--- src/rtl/instr_fetcher.sv ---
// rtl/instr_fetcher.sv - instruction fetch responder: 4 byte reads over the arbitrated RAM port
// Optional direct-mapped instruction cache is enabled with `define ICACHE_EN.
module instr_fetcher #(
  parameter int PcWidth        = 32,
  parameter int InstrWidth     = 32,
  parameter int CacheIndexBits = 4
) (
  input  logic                  clk,
  input  logic                  rst,
  input  logic                  is_empty_from_iq,
  input  logic [PcWidth-1:0]    pc_from_iq,
  input  logic                  is_exception_from_rob,
  output logic                  is_stall_to_iq,
  output logic                  is_finish_to_iq,
  output logic [InstrWidth-1:0] instr_to_iq,
  output logic [PcWidth-1:0]    pc_to_iq,
  output logic                  mem_req_to_arb,
  input  logic                  mem_grant_from_arb,
  output logic [PcWidth-1:0]    mem_addr_to_ram,
  input  logic [7:0]            mem_din_from_ram
);

  typedef enum logic [1:0] {
    IDLE = 2'd0,
    READ = 2'd1,
    DONE = 2'd2
  } state_t;

  state_t                state;
  state_t                next_state;
  logic [PcWidth-1:0]    pc_q;
  logic [2:0]            issue_cnt;    // bit 2 set once all four addresses are granted
  logic [1:0]            recv_cnt;
  logic                  cap_pending;  // an address was granted last cycle, its byte is on mem_din now
  logic [23:0]           instr_q;      // bytes 0..2; byte 3 goes straight into the output register
  logic [InstrWidth-1:0] instr_out;
  logic [PcWidth-1:0]    pc_out;
  logic                  issue;
  logic                  last_byte;
  logic                  cache_hit;
  logic [InstrWidth-1:0] cache_rdata;

  assign mem_req_to_arb  = (state == READ) && !issue_cnt[2];
  assign issue           = mem_req_to_arb && mem_grant_from_arb;
  assign last_byte       = (state == READ) && cap_pending && (recv_cnt == 2'd3);
  assign mem_addr_to_ram = pc_q + PcWidth'(issue_cnt[1:0]);
  assign is_stall_to_iq  = (state == READ);
  assign is_finish_to_iq = (state == DONE);
  assign instr_to_iq     = instr_out;
  assign pc_to_iq        = pc_out;

`ifdef ICACHE_EN
  localparam int Entries = 1 << CacheIndexBits;
  localparam int TagW    = PcWidth - CacheIndexBits - 2;

  logic [Entries-1:0]        cache_valid;
  logic [TagW-1:0]           cache_tag  [Entries];
  logic [InstrWidth-1:0]     cache_data [Entries];
  logic [CacheIndexBits-1:0] req_idx;
  logic [CacheIndexBits-1:0] fill_idx;
  logic                      fill;

  assign req_idx     = pc_from_iq[CacheIndexBits+1:2];
  assign fill_idx    = pc_q[CacheIndexBits+1:2];
  assign cache_hit   = cache_valid[req_idx] &&
                       (cache_tag[req_idx] == pc_from_iq[PcWidth-1:CacheIndexBits+2]);
  assign cache_rdata = cache_data[req_idx];
  // A hit also passes through DONE and rewrites identical contents, which is harmless.
  assign fill        = (state == DONE) && !is_exception_from_rob;

  // Valid bits: cleared only by reset, set by a completed fill.
  always_ff @(posedge clk or posedge rst) begin
    if (rst) begin
      cache_valid <= '0;
    end else if (fill) begin
      cache_valid[fill_idx] <= 1'b1;
    end
  end

  // Tag/data storage, written in the DONE cycle from the returned instruction.
  always_ff @(posedge clk) begin
    if (fill) begin
      cache_tag[fill_idx]  <= pc_q[PcWidth-1:CacheIndexBits+2];
      cache_data[fill_idx] <= instr_out;
    end
  end
`else
  // No cache storage: every request misses.
  assign cache_hit   = (CacheIndexBits < 0);
  assign cache_rdata = '0;
`endif

  // State register.
  always_ff @(posedge clk or posedge rst) begin
    if (rst) begin
      state <= IDLE;
    end else begin
      state <= next_state;
    end
  end

  // Next-state logic; an exception overrides every transition.
  always_comb begin
    next_state = state;
    case (state)
      IDLE: if (!is_empty_from_iq) next_state = cache_hit ? DONE : READ;
      READ: if (last_byte) next_state = DONE;
      DONE: next_state = IDLE;
      default: next_state = IDLE;
    endcase
    if (is_exception_from_rob) next_state = IDLE;
  end

  // Datapath: latch request, count issued/received bytes, assemble the instruction.
  always_ff @(posedge clk or posedge rst) begin
    if (rst) begin
      pc_q        <= '0;
      issue_cnt   <= '0;
      recv_cnt    <= '0;
      cap_pending <= 1'b0;
      instr_q     <= '0;
      instr_out   <= '0;
      pc_out      <= '0;
    end else if (is_exception_from_rob) begin
      issue_cnt   <= '0;
      recv_cnt    <= '0;
      cap_pending <= 1'b0;
    end else begin
      case (state)
        IDLE: begin
          if (!is_empty_from_iq) begin
            pc_q        <= pc_from_iq;
            issue_cnt   <= '0;
            recv_cnt    <= '0;
            cap_pending <= 1'b0;
            instr_q     <= '0;
            if (cache_hit) begin
              instr_out <= cache_rdata;
              pc_out    <= pc_from_iq;
            end
          end
        end
        READ: begin
          cap_pending <= issue;
          if (issue) issue_cnt <= issue_cnt + 3'd1;
          if (cap_pending) begin
            recv_cnt <= recv_cnt + 2'd1;
            case (recv_cnt)
              2'd0: instr_q[7:0]   <= mem_din_from_ram;
              2'd1: instr_q[15:8]  <= mem_din_from_ram;
              2'd2: instr_q[23:16] <= mem_din_from_ram;
              default: begin
                instr_out <= {mem_din_from_ram, instr_q};
                pc_out    <= pc_q;
              end
            endcase
          end
        end
        default: ;
      endcase
    end
  end

endmodule
--- config.mk ---
export PLATFORM = sky130hd
export DESIGN_NAME = instr_fetcher
export DESIGN_NICKNAME = d
export VERILOG_FILES = /design/src/rtl/instr_fetcher.sv
export SDC_FILE = /design/constraint.sdc
export NUM_CORES = 1
export LEC_CHECK = 0
export CORE_MARGIN = 1.5
export CORE_UTILIZATION = 24
export CTS_BUF_LIST = sky130_fd_sc_hd__clkbuf_4 sky130_fd_sc_hd__clkbuf_8
export DETAILED_ROUTE_END_ITERATION = 10
export SYNTH_ARGS = -nofsm -noshare
export SYNTH_HDL_FRONTEND = slang
export SYNTH_SLANG_ARGS = --single-unit
--- constraint.sdc ---
create_clock -name clk -period 5.6 [get_ports clk]
set_input_delay 0.56 -clock clk [delete_from_list [all_inputs] [get_ports clk]]
set_output_delay 0.56 -clock clk [all_outputs]
set_load 0.02 [all_outputs]
* Yosys cells after proc, flatten, opt, wreduce, memory -nomap -nowiden
Index checks and enable logic that the tools add are counted.
W data, S select, Z words.
** Operators by class
- Bitwise logic cells :: 3
- $add $sub $neg :: 3
- Reductions and logical operators :: 19
- Eq/ne operators :: 14
- Multiplexer cells :: 21
** Operators by type and width (number)
- $mux W24 :: 2
- $pmux W24 S2 :: 1
- $add A32 B2 Y32 :: 1
- $mux W8 :: 3
- $reduce_and A5 Y1 :: 3
- $mux W2 :: 6
- $mux W3 :: 3
- $ne A3 B2 Y1 const B :: 3
- $reduce_and A3 Y1 :: 3
- $ne A2 B1 Y1 const B :: 4
- $pmux W2 S2 :: 2
- $eq A2 B2 Y1 const B :: 3
- $pmux W3 S2 :: 1
- $eq A2 B1 Y1 const B :: 2
- $logic_and A1 B1 Y1 :: 4
- $logic_not A2 Y1 :: 2
- $reduce_and A2 Y1 :: 2
- $reduce_and A4 Y1 :: 1
- $add A3 B1 Y3 const B :: 1
- $ne A3 B3 Y1 const B :: 1
- $not A1 Y1 :: 3
- $reduce_bool A3 Y1 :: 1
- $reduce_or A3 Y1 :: 1
- $add A2 B1 Y2 const B :: 1
- other kinds (5) :: 6
** Storage, ports and cells
- Output and inout bits :: 99
- Word-level logic and storage cells :: 70
- Register bits :: 128
- Input bits :: 45

* Logic depth before layout (Yosys ltp)
- Word-level depth :: 6
- Mapped depth :: 7

* Least setup slack after synthesis
No wires, ideal clock.
- Path type :: reg2out
- From :: register issue_cnt[0]
- To :: output mem_addr_to_ram[26]
- Cell stages (with the launch flop) :: 8
- Setup slack :: 3029 ps
- Arrival :: 2011 ps
- Path buffers :: 1
- Cells stage by stage :: dfrtp_1 > ha_1 > inv_1 > fa_1 > nor4_2 > buf_2 > nand4_1 > xnor2_1
** Between the ends
- Word-level cells in the longest chain between the ends :: 1
** RTL lines
- start: declaration :: line 32 : logic [2:0] issue_cnt;
- start signal: assignment :: line 145 : if (issue) issue_cnt <= issue_cnt + 3'd1;
- $add A32 B2 Y32 :: line 46 : assign mem_addr_to_ram = pc_q + PcWidth'(issue_cnt[1:0]);
- end: declaration :: line 19 : output logic [PcWidth-1:0] mem_addr_to_ram,
Every way passes these cells.

* Final worst setup path
- From :: register pc_q[13]
- To :: output mem_addr_to_ram[30]
** Between the ends
- Word-level cells in the longest chain between the ends :: 1
** RTL lines
- start: declaration :: line 31 : logic [PcWidth-1:0] pc_q;
- start signal: assignment :: line 132 : pc_q <= pc_from_iq;
- $add A32 B2 Y32 :: line 46
Every way passes these cells.

==> flow_metrics.tcl <==
set metrics [dict create \
    path_buf_inv 1 \
    grt_pass1_vias 4007 \
    numPortBuffers 143 \
    end_kind "output pin" \
    clock_skew_ps 11.4 \
    vias 3845 \
    ant_nets 0 \
    path_cells "nand4_1 > nor3_1 > nand4b_1 > xnor2_1 > clkdlybuf4s50_1" \
    worst_path_largest_cell_delay_ps 940 \
    synth_common_cells "128 x dfrtp_1, 90 x mux2_2, 47 x nand2_1, 27 x xnor2_1, 26 x o21ai_0" \
    maxSlewViolCount 0 \
    design_area_mm2 0.00775 \
    clock_latency_ps 440 \
    fp.dieH_um 156 \
    via_per_inst 4.20 \
    place_ws_ps 2410 \
    cap_viol_max_count 0 \
    coreArea_mm2 0.0228 \
    overflow 0 \
    synth-seq-area-share_pct 57.1 \
    syn_nets 492 \
    cts_root_buf "clkbuf_8" \
    antenna_found_initial 0 \
    avgSynthCellArea_um2 12.8 \
    drt_wl_total_um 14000 \
    grt_max_degree 63 \
    hold_class "reg -> reg" \
    rsz0062_at_grt "false" \
    cts_tree "built" \
    p_leak_nw 3.35 \
    antenna_cells 0 \
    place.gp.congestion 0.745 \
    clk_pin_slew_ps 90 \
    setup_viol 0 \
    ys_warn_count 0 \
    htree_num_levels 4 \
    synth_most_common_cell "dfrtp_1" \
    crit_family "simple AND/OR/NAND/NOR gates" \
    peakVddDrop_mv 0.211 \
    worst_slack_ps 1980 \
    finalHoldViolCount 0 \
    synth_area_leaders "dfrtp_1 57%, mux2_2 18%, xnor2_1 4.2%, nand2_1 3.1%, o21ai_0 2.3%" \
    dp_hpwl_um 9830 \
    finalPower_mw 2.35 \
    ys_seq_elements 128 \
    path_max_fanout 11 \
    worst_slew_pin_slew_ps 1150 \
    dp_cells 883 \
    start_util_pct 24.6 \
    fp.dieW_um 156 \
    fin_cells 915 \
    finalNetCount 642 \
    synth_ff_type "dfrtp_1" \
    synth_edf_count 0 \
    slowest_stage "nor3_1" \
    cts_buffer_depth 2 \
    post_cts_resized 0 \
    slew_headroom_pct 22.9 \
    cp.required_ps 5040 \
    yosys.area.top_type "dfrtp_1" \
    synth_top_area_share_pct 57.1 \
    crit_path_start_kind "register" \
    period_share_pct 64.6 \
    cts_buffers 17 \
    crit_arrival_ps 3060 \
    fin_crit_ps 3620 \
    setup_tns_ps 0 \
    cts-hold-fix-buffers 0 \
    rows 55 \
    status "finished clean" \
    fmax_ghz 0.276 \
    synth_async_sr_flop_share_pct 100 \
    io_pins 144 \
    die_area_mm2 0.0243 \
    grt_pass1_wl_um 22500 \
    syn_area_mm2 0.00561 \
    drive_above_1_share_pct 22.3 \
    cts.sinks 128 \
    placed_cell_area_mm2 0.00734 \
    ys_types 36 \
    synthCells 439 \
    path_class "reg -> out" \
    drc 0 \
    area_growth_pct 38.1 \
    first_pass_iters 4 \
    wl_per_cell_um 15.3 \
    grtUsageTotal_pct 12.1 \
    cts_setup_buffers 0 \
    drtIter0Drc 104 \
    power_density_mw_per_mm2 303 \
]
## power by group
group / internal (mW) / total (mW) / leakage (nW) / switching [mW]
registers: 1.00 / 1.10 / 1.69 / 0.0947
logic: 0.218 / 0.424 / 1.45 / 0.206
clock network: 0.409 / 0.824 / 0.202 / 0.415
total: 1.63 / 2.35 / 3.35 / 0.716
## routing by layer
metal  wire, µm  GRT usage, %  vias up
met5          0             0        -
met2       6400          18.8      126
met1       6220          14.9     1872
met3       1210          5.25       15
met4        200          3.95        0
li1           -             -     1832
## flip-flops by register name, summed over array words and instances, names as in the netlist
register / cells
cap_pending: 1
instr_q: 24
instr_to_iq: 32
issue_cnt: 3
pc_q: 32
pc_to_iq: 32
recv_cnt: 2
state: 2
## through the flow
stage / hold slack (ps) / utilization [%]
after CTS: 486 / 34.0
after global routing: 508 / 34.0
after global placement: 458 / 32.2
after floorplan: 444 / -
final: 479 / 34.0
after detailed placement: 468 / 32.2
## worst paths after layout
| path | start | endpoint | slack, ps | cells after the start |
|---|---|---|---|---|
| worst max-delay path | pc_q[13] | mem_addr_to_ram[30] | 1980 | 5 |
| worst min-delay path | instr_q[1] | instr_q[1] | 480 | 2 |
| worst max register to register | state[0] | instr_to_iq[5] | 3080 | 4 |
| worst min register to register | instr_q[1] | instr_q[1] | 480 | 2 |
| max in group asynchronous | rst | instr_to_iq[1] | 3770 | 3 |
| min in group asynchronous | rst | pc_to_iq[14] | 610 | 2 |
## worst register-to-register path, cell delays in order, from the launching register on
cell,delay (ps)
dfrtp_1,560
nand2b_1,220
nor3_4,430
buf_4,750
mux2_2,430
## placed cells by master (no fill, tap or decap), types with 5 or more instances in the layout
cell type        synthesis  routed
and3_1                   9       9
nor2_1                  14      14
dfrtp_1                128     128
mux2_2                  90      90
mux2_1                   5       5
nand3_1                 13      13
nand4_1                 11      11
nand2_1                 47      47
o21ai_0                 26      26
ha_1                     7       7
clkdlybuf4s50_1          0     143
clkbuf_8                 0      17
buf_4                    3       6
inv_6                    0       5
inv_1                   12      11
xnor2_1                 27      27
## area by class of cell
| type | instances | area, µm² |
|---|---|---|
| fillers | 2300 | 15000 |
| flip-flops and latches | 128 | 3200 |
| multi-input cells | 280 | 2220 |
| repair buffers | 149 | 1480 |
| well taps | 313 | 392 |
| clock buffers | 17 | 234 |
| clock inverters | 15 | 173 |
| inverters | 13 | 51.3 |
## cells by family after synthesis
logic type | synth area share (%)
flops | 57.1
simple gates | 9.46
mux | 19.4
compound gates | 3.97
buf+inv | 3.44
xor+xnor | 4.68
fa+ha+maj | 1.92
No activity file was read; power rests on OpenSTA's default activity.
